==> config.mk <==
export PLATFORM = sky130hd
export DESIGN_NAME = conversor_serie_paralelo_param
export DESIGN_NICKNAME = d
export VERILOG_FILES = /design/src/rtl/conversor_pkg.sv /design/src/rtl/registro_desplazamiento_param.sv /design/src/rtl/conversor_serie_paralelo_param.sv
export SDC_FILE = /design/constraint.sdc
export NUM_CORES = 1
export LEC_CHECK = 0
export CAP_MARGIN = 10
export CORE_MARGIN = 8
export CORE_UTILIZATION = 46
export DETAILED_ROUTE_END_ITERATION = 8
export DONT_BUFFER_PORTS = 1
export SYNTH_ARGS = -nofsm -noshare
export SYNTH_HDL_FRONTEND = slang
export SYNTH_SLANG_ARGS = --single-unit
==> constraint.sdc <==
create_clock -name clk -period 1.3 [get_ports clk]
set_clock_uncertainty 0.1 [all_clocks]
set_input_delay 0.26 -clock clk [delete_from_list [all_inputs] [get_ports clk]]
set_output_delay 0.26 -clock clk [all_outputs]
set_load 0.01 [all_outputs]
==> src/rtl/conversor_pkg.sv <==
// Shared definitions for the serial/parallel converter family.
// Bit-order selectors and the counter-width helper used by both directions.
package conversor_pkg;

  localparam bit ORDER_LSB_FIRST = 1'b0;
  localparam bit ORDER_MSB_FIRST = 1'b1;

  // Width of a counter that must hold 0..width-1; never narrower than 1 bit.
  function automatic int unsigned cnt_width(input int unsigned width);
    return (width < 2) ? 1 : $clog2(width);
  endfunction

endpackage

==> src/rtl/registro_desplazamiento_param.sv <==
// Parametrised shift register feeding the serial-to-parallel converter.
// Exposes its next value so the parent can capture a word that includes the current bit.
module registro_desplazamiento_param
  import conversor_pkg::*;
#(
  parameter int unsigned WIDTH     = 8,
  parameter bit          MSB_FIRST = ORDER_MSB_FIRST
) (
  input  logic             clk_i,
  input  logic             rst_i,
  input  logic             shift_en_i,
  input  logic             clear_i,
  input  logic             dato_i,
  output logic [WIDTH-1:0] sr_next_o
);

  logic [WIDTH-1:0] sr_q;
  logic [WIDTH-1:0] sr_d;
  logic [WIDTH-1:0] base;

  // Clear and shift together leave only the incoming bit, placed as the first bit of a word.
  always_comb begin
    base = clear_i ? '0 : sr_q;
    sr_d = base;
    if (shift_en_i) begin
      if (MSB_FIRST) begin
        sr_d = {base[WIDTH-2:0], dato_i};
      end else begin
        sr_d = {dato_i, base[WIDTH-1:1]};
      end
    end
  end

  always_ff @(posedge clk_i) begin
    if (rst_i) begin
      sr_q <= '0;
    end else begin
      sr_q <= sr_d;
    end
  end

  assign sr_next_o = sr_d;

endmodule

==> src/rtl/conversor_serie_paralelo_param.sv <==
// Serial-to-parallel converter with bit qualifier, frame resync, valid/ready output
// and a sticky overrun flag.
module conversor_serie_paralelo_param
  import conversor_pkg::*;
#(
  parameter  int unsigned WIDTH     = 8,
  parameter  bit          MSB_FIRST = ORDER_MSB_FIRST,
  localparam int unsigned CNT_W     = cnt_width(WIDTH)
) (
  input  logic             clk,
  input  logic             rst,
  input  logic             dato,
  input  logic             bit_valid,
  input  logic             frame_sync,
  input  logic             word_ready,
  input  logic             clear_ovr,
  output logic [WIDTH-1:0] q,
  output logic             word_valid,
  output logic [CNT_W-1:0] bit_count,
  output logic             overrun
);

  logic [WIDTH-1:0] sr_next;
  logic [CNT_W-1:0] cnt_q, cnt_d;
  logic [WIDTH-1:0] q_q, q_d;
  logic             wv_q, wv_d;
  logic             ovr_q, ovr_d;
  logic             last_bit, complete, accept, drop;

  registro_desplazamiento_param #(
    .WIDTH     (WIDTH),
    .MSB_FIRST (MSB_FIRST)
  ) u_sr (
    .clk_i      (clk),
    .rst_i      (rst),
    .shift_en_i (bit_valid),
    .clear_i    (frame_sync),
    .dato_i     (dato),
    .sr_next_o  (sr_next)
  );

  assign last_bit = (cnt_q == CNT_W'(WIDTH - 1));
  // A resync on the last bit position abandons the word instead of completing it.
  assign complete = bit_valid & ~frame_sync & last_bit;
  assign accept   = wv_q & word_ready;
  assign drop     = complete & wv_q & ~word_ready;

  always_comb begin
    cnt_d = cnt_q;
    q_d   = q_q;
    wv_d  = wv_q;
    ovr_d = ovr_q;

    if (frame_sync) begin
      cnt_d = bit_valid ? CNT_W'(1) : '0;
    end else if (bit_valid) begin
      cnt_d = last_bit ? '0 : cnt_q + CNT_W'(1);
    end

    // A completion on the accept cycle replaces the consumed word and keeps valid high.
    if (complete && (!wv_q || word_ready)) begin
      q_d  = sr_next;
      wv_d = 1'b1;
    end else if (accept) begin
      wv_d = 1'b0;
    end

    if (drop) begin
      ovr_d = 1'b1;
    end else if (clear_ovr) begin
      ovr_d = 1'b0;
    end
  end

  always_ff @(posedge clk) begin
    if (rst) begin
      cnt_q <= '0;
      q_q   <= '0;
      wv_q  <= 1'b0;
      ovr_q <= 1'b0;
    end else begin
      cnt_q <= cnt_d;
      q_q   <= q_d;
      wv_q  <= wv_d;
      ovr_q <= ovr_d;
    end
  end

  assign q          = q_q;
  assign word_valid = wv_q;
  assign bit_count  = cnt_q;
  assign overrun    = ovr_q;

endmodule

* Word-level counts from Yosys, hierarchy flattened
Cells that the tools add are included.
** Operators by class
- Bitwise logic cells :: 7
- Add/sub/neg operators :: 1
- Muxes and demuxes :: 10
- Reductions and logical operators :: 6
- Equal/unequal tests :: 1
** Operators with widths (count)
- 8-bit two-way mux :: 2
- 3-bit two-way mux :: 3
- 2-bit nonzero test :: 3
- 1-bit AND :: 5
- 1-bit two-way mux :: 5
- 3-bit by 1-bit adder with 3-bit output (second input constant) :: 1
- 3-bit equality test (second input constant) :: 1
- 1-bit NOT :: 2
- 1-bit logical AND :: 1
- 1-bit zero test :: 1
- 1-bit logical OR :: 1
** Storage, ports and cells
- Flip-flop bits (word level) :: 21

* Depth between registers and ports, before layout
- Word-level depth :: 6
- Mapped depth :: 6

* By module
Synthesis repeated with hierarchy kept, for this count alone.
** Unflattened totals
- Cells, all modules :: 95
- Area, all modules :: 925.9 um2
** By module, submodules not included
- conversor_serie_paralelo_param :: times used 1, area each 583.1 um2, cells each 58
- registro_desplazamiento_param :: times used 1, area each 342.8 um2, cells each 37

* Least setup slack after synthesis
OpenSTA, ideal clock, no wires.
- Path kind :: reg2reg
- From :: register cnt_q[0] (netlist: bit_count[0])
- To :: register q_q[0] (netlist: q[0])
- Clock period less this slack :: 1.433 ns
- Required time :: 1.128 ns
- Stages on the path, launching flop included :: 7
- Path buffers :: 1
- Setup slack :: -0.133 ns
- Library setup time :: 0.072 ns
- Arrival :: 1.261 ns
- Path through :: dfxtp_1 > ha_1 > ha_1 > nand3b_1 > nor2b_2 > buf_6 > mux2i_1
** Between the ends
- Word-level cells in the longest chain between the ends :: 3
** Ends and longest elaborated chain
- from (decl) :: line conversor_serie_paralelo_param.sv:24 : logic [CNT_W-1:0] cnt_q, cnt_d;
- from (signal assigned) :: line conversor_serie_paralelo_param.sv:82 : cnt_q <= cnt_d;
- 3-bit equality test :: line conversor_serie_paralelo_param.sv:42 : assign last_bit = (cnt_q == CNT_W'(WIDTH - 1));
- 1-bit AND :: line conversor_serie_paralelo_param.sv:44 : assign complete = bit_valid & ~frame_sync & last_bit;
- 1-bit logical AND :: line conversor_serie_paralelo_param.sv:61 : if (complete && (!wv_q || word_ready)) begin
- to (signal assigned) :: line conversor_serie_paralelo_param.sv:83 : q_q <= q_d;
- to (decl) :: line conversor_serie_paralelo_param.sv:25 : logic [WIDTH-1:0] q_q, q_d;
No other way between the ends.
A chain may end at the register's enable or synchronous reset.

* Worst setup path in the final report
- From :: register cnt_q[1] (netlist: bit_count[1])
- To :: register q_q[7] (netlist: q[7])
Same word-level chain as after synthesis.

==> reports/results.tsv <==
stage	metric	value	unit
status	status	finished with violations	
status	violated checks	negative setup slack	
timing	Slew HR	82.66	%
synth	Synth Area in Compound Gates	3.474	%
timing	fin crit share	107.3	%
run	Max Cap Violations	0	
synth	simple logic cell fraction of the synthesized area	21.75	%
timing	Slew @ Worst Pin	0.2601	ns
timing	Worst Slack Setup Final	-0.09431	ns
synth	Syn Nets	91	
cells_and_area	fin cells	116	
timing	hold_ws	0.01368	ns
hold_path	hold path startpoint	bit_valid	
routing	met1 wire length	706	um
timing	Final Hold Viols	0	
setup_path	CP Launch Point	bit_count[1]	
global_routing	vias in the first global route	511	
place	DP HPWL	1018	um
setup_path	delay-heaviest family, CP	flip-flops	
routing	final WL	1451	um
routing	DR pass1 iterations	2	
cells_and_area	Final Core Density	58.39	%
place	number of port buffers	0	
floorplanning	die area	3415	um2
power	total power draw	964.3	uW
floorplanning	die span in y	58.44	um
synth	Avg Inst Size Synth	10.10	um2
synth	Synth Cell Area	828.3	um2
routing	Initial DRC Count	7	
cells_and_area	area of the multi-input gates	430.4	um2
setup_path	number of buffers and inverters on the critical path	1	
floorplanning	Die Wd	58.44	um
timing	f_max	717.2	MHz
setup_path	cell depth of the worst setup path	6	
setup_path	worst r2r src	bit_count[1]	
timing	Final Setup Violations	9	
setup_path	crit-path cells	ha_4 -> ha_4 -> nand3b_1 -> nor2b_2 -> buf_12 -> mux2i_1	
routing	Avg WL per Cell	12.51	um
cells_and_area	Ant. Diodes	0	
floorplanning	core footprint	1708	um2
clock_tree	cts bufs inserted	3	
setup_path	Worst path slowest cell	dfxtp_4	
place	dpl cell area	912.1	um2
routing	WL met3	88	um
power	power per cell area	967.0	nW/um2
synth	largest family of logic cells by synthesized area	simple AND/OR/NAND/NOR gates	
place	Final Wtd Congestion	0.6697	
setup_path	CP peak stage delay	0.37	ns
power	leak pwr	0.3534	nW
place	pre-CTS setup slack	-0.04981	ns
timing	RSZ-0062 raised after global routing	true	
clock_tree	H-tree Lvls	1	
synth	post-synthesis share of cell area spent on xor and xnor gates	0	%
routing	drc violations	0	
setup_path	Worst setup EP type	register	
floorplanning	io pins	20	
synth	Synth Instances	82	
global_routing	largest net degree at the start of global routing	19	
synth	sequential share of the synthesized area	48.34	%
routing	post-route ant nets	0	
setup_path	Worst Path Required	1.42	ns
synth	Yosys reg bits	20	
clock_tree	clk root buf	clkbuf_4	
place	placed cells	107	
routing	drt via density	4.759	
cells_and_area	Nets	101	
synth	Yosys cell types	18	
global_routing	global-route wire length before repair	2463	um
clock_tree	clk slew on worst S/H paths	0.11	ns
global_routing	initial antenna violation count	0	
clock_tree	CTS sink cnt	20	
power	worst vdd ir	0.5951	mV
setup_path	WP data arrival	1.52	ns
routing	top routing layer used	met4	
synth	Yosys warnings	0	
hold_path	Hold Crit Class	input port to register	
cells_and_area	Area growth, synth to finish	20.39	%
clock_tree	Max Buffers Root-to-Sink	2	
clock_tree	CTS tree	yes	
setup_path	CP max FO	8	
timing	TNS Setup	-0.6684	ns
global_routing	gr usage total	9.311	%
setup_path	cell mode on critical path	ha_4	
floorplanning	Row Count	15	
clock_tree	clk_lat worst skew	0.29	ns
routing	Met2 Wirelength	631	um
routing	via count	552	
cells_and_area	layout cells sized above 1	18.68	%
cells_and_area	Register Area	407.9	um2
hold_path	hold path depth	2	
timing	Final min period	1.394	ns
floorplanning	initial core utilization	48.50	%
setup_path	startpoint types	register	
cells_and_area	fin area	997.2	um2
synth	portion of netlist area occupied by mux cells	19.34	%
synth	Post-Synth Adder-Cell Area	3.021	%
setup_path	depth of the most critical reg-to-reg path	6	
setup_path	Setup CP Type	register to register	
timing	max-slew violations	0	
cells_and_area	Filler cells	171	
global_routing	total gr overflow	0	
-- per-layer routing --
metal,global-route usage [%],vias up
met1,10.93,252
met5,0,-
li1,-,288
met4,5.245,0
met3,3.696,2
met2,14.02,10
-- layout make-up --
type	instances	share of cell area, %
multi-input cells	56	43.16
flip-flops and latches	20	40.90
repair buffers	10	9.787
well taps	25	3.137
clock buffers	4	2.635
inverters	1	0.3764
-- worst reg2reg max path, stage by stage (launching register included) --
cell and delay, ns:
dfxtp_4 0.37, ha_4 0.13, ha_4 0.12, nand3b_1 0.11, nor2b_2 0.17, buf_12 0.14, mux2i_1 0.18
-- synthesized netlist by cell type --
master | number | share of area [%]
a21oi_1 | 2 | 1.2
a22oi_1 | 1 | 0.91
buf_4 | 1 | 0.91
buf_6 | 1 | 1.4
clkbuf_1 | 3 | 1.4
dfxtp_1 | 20 | 48
ha_1 | 2 | 3.0
inv_1 | 1 | 0.45
mux2i_1 | 16 | 19
nand2_1 | 1 | 0.45
nand2b_1 | 17 | 13
nand3b_1 | 1 | 0.91
nor2_1 | 11 | 5.0
nor2b_1 | 1 | 0.76
nor2b_2 | 1 | 1.1
o21ai_0 | 1 | 0.60
o22ai_1 | 1 | 0.76
or2_1 | 1 | 0.76
-- kinds of logic after synthesis --
kind of cell               Yosys count
and+or+nand+nor                     33
DFF                                 20
muxes                               16
buffers and inverters                6
AOI/OAI and AO/OA                    5
adders and majority gates            2
-- worst paths after layout --
kind	to	slack [ns]
worst max-delay path	q[7]	-0.09
worst min-delay path	u_sr.sr_q[1]	0.01
worst max register to register	q[7]	-0.09
worst min register to register	q[7]	0.39
-- power by group --
| group | total [mW] | internal, mW | switching [mW] |
|---|---|---|---|
| sequential | 0.620 | 0.615 | 0.00432 |
| combinational | 0.0508 | 0.0332 | 0.0176 |
| clock | 0.294 | 0.119 | 0.175 |
-- sequential cells by signal (all words and copies together), names as in the netlist --
register    count
q               8
bit_count       3
u_sr.sr_q       7
overrun         1
word_valid      1
-- cells in the final DEF, fill, tap and decap left out --
master / Yosys / layout
dfxtp_1: 20 / 18
nand2b_1: 17 / 17
mux2i_1: 16 / 16
nor2_1: 11 / 10
buf_4: 1 / 5
dlygate4sd3_1: 0 / 4
clkbuf_4: 0 / 3
nor2b_2: 1 / 2
a21oi_1: 2 / 2
ha_4: 0 / 2
dfxtp_4: 0 / 2
or2_1: 1 / 1
nand3b_1: 1 / 1
inv_1: 1 / 1
o22ai_2: 0 / 1
a22oi_1: 1 / 1
nor2_2: 0 / 1
o21ai_1: 0 / 1
nand2_1: 1 / 1
clkbuf_1: 3 / 1
buf_12: 0 / 1
-- what timing repair did --
item                                    CTS  global route
hold buffers                              3             1
buffers inserted                          1             1
pin swaps                                 0             2
endpoints found under the setup margin    8            10
gates resized for setup                   0             4
endpoints found under the hold margin     5             1
No activity file was read; power rests on OpenSTA's default activity.
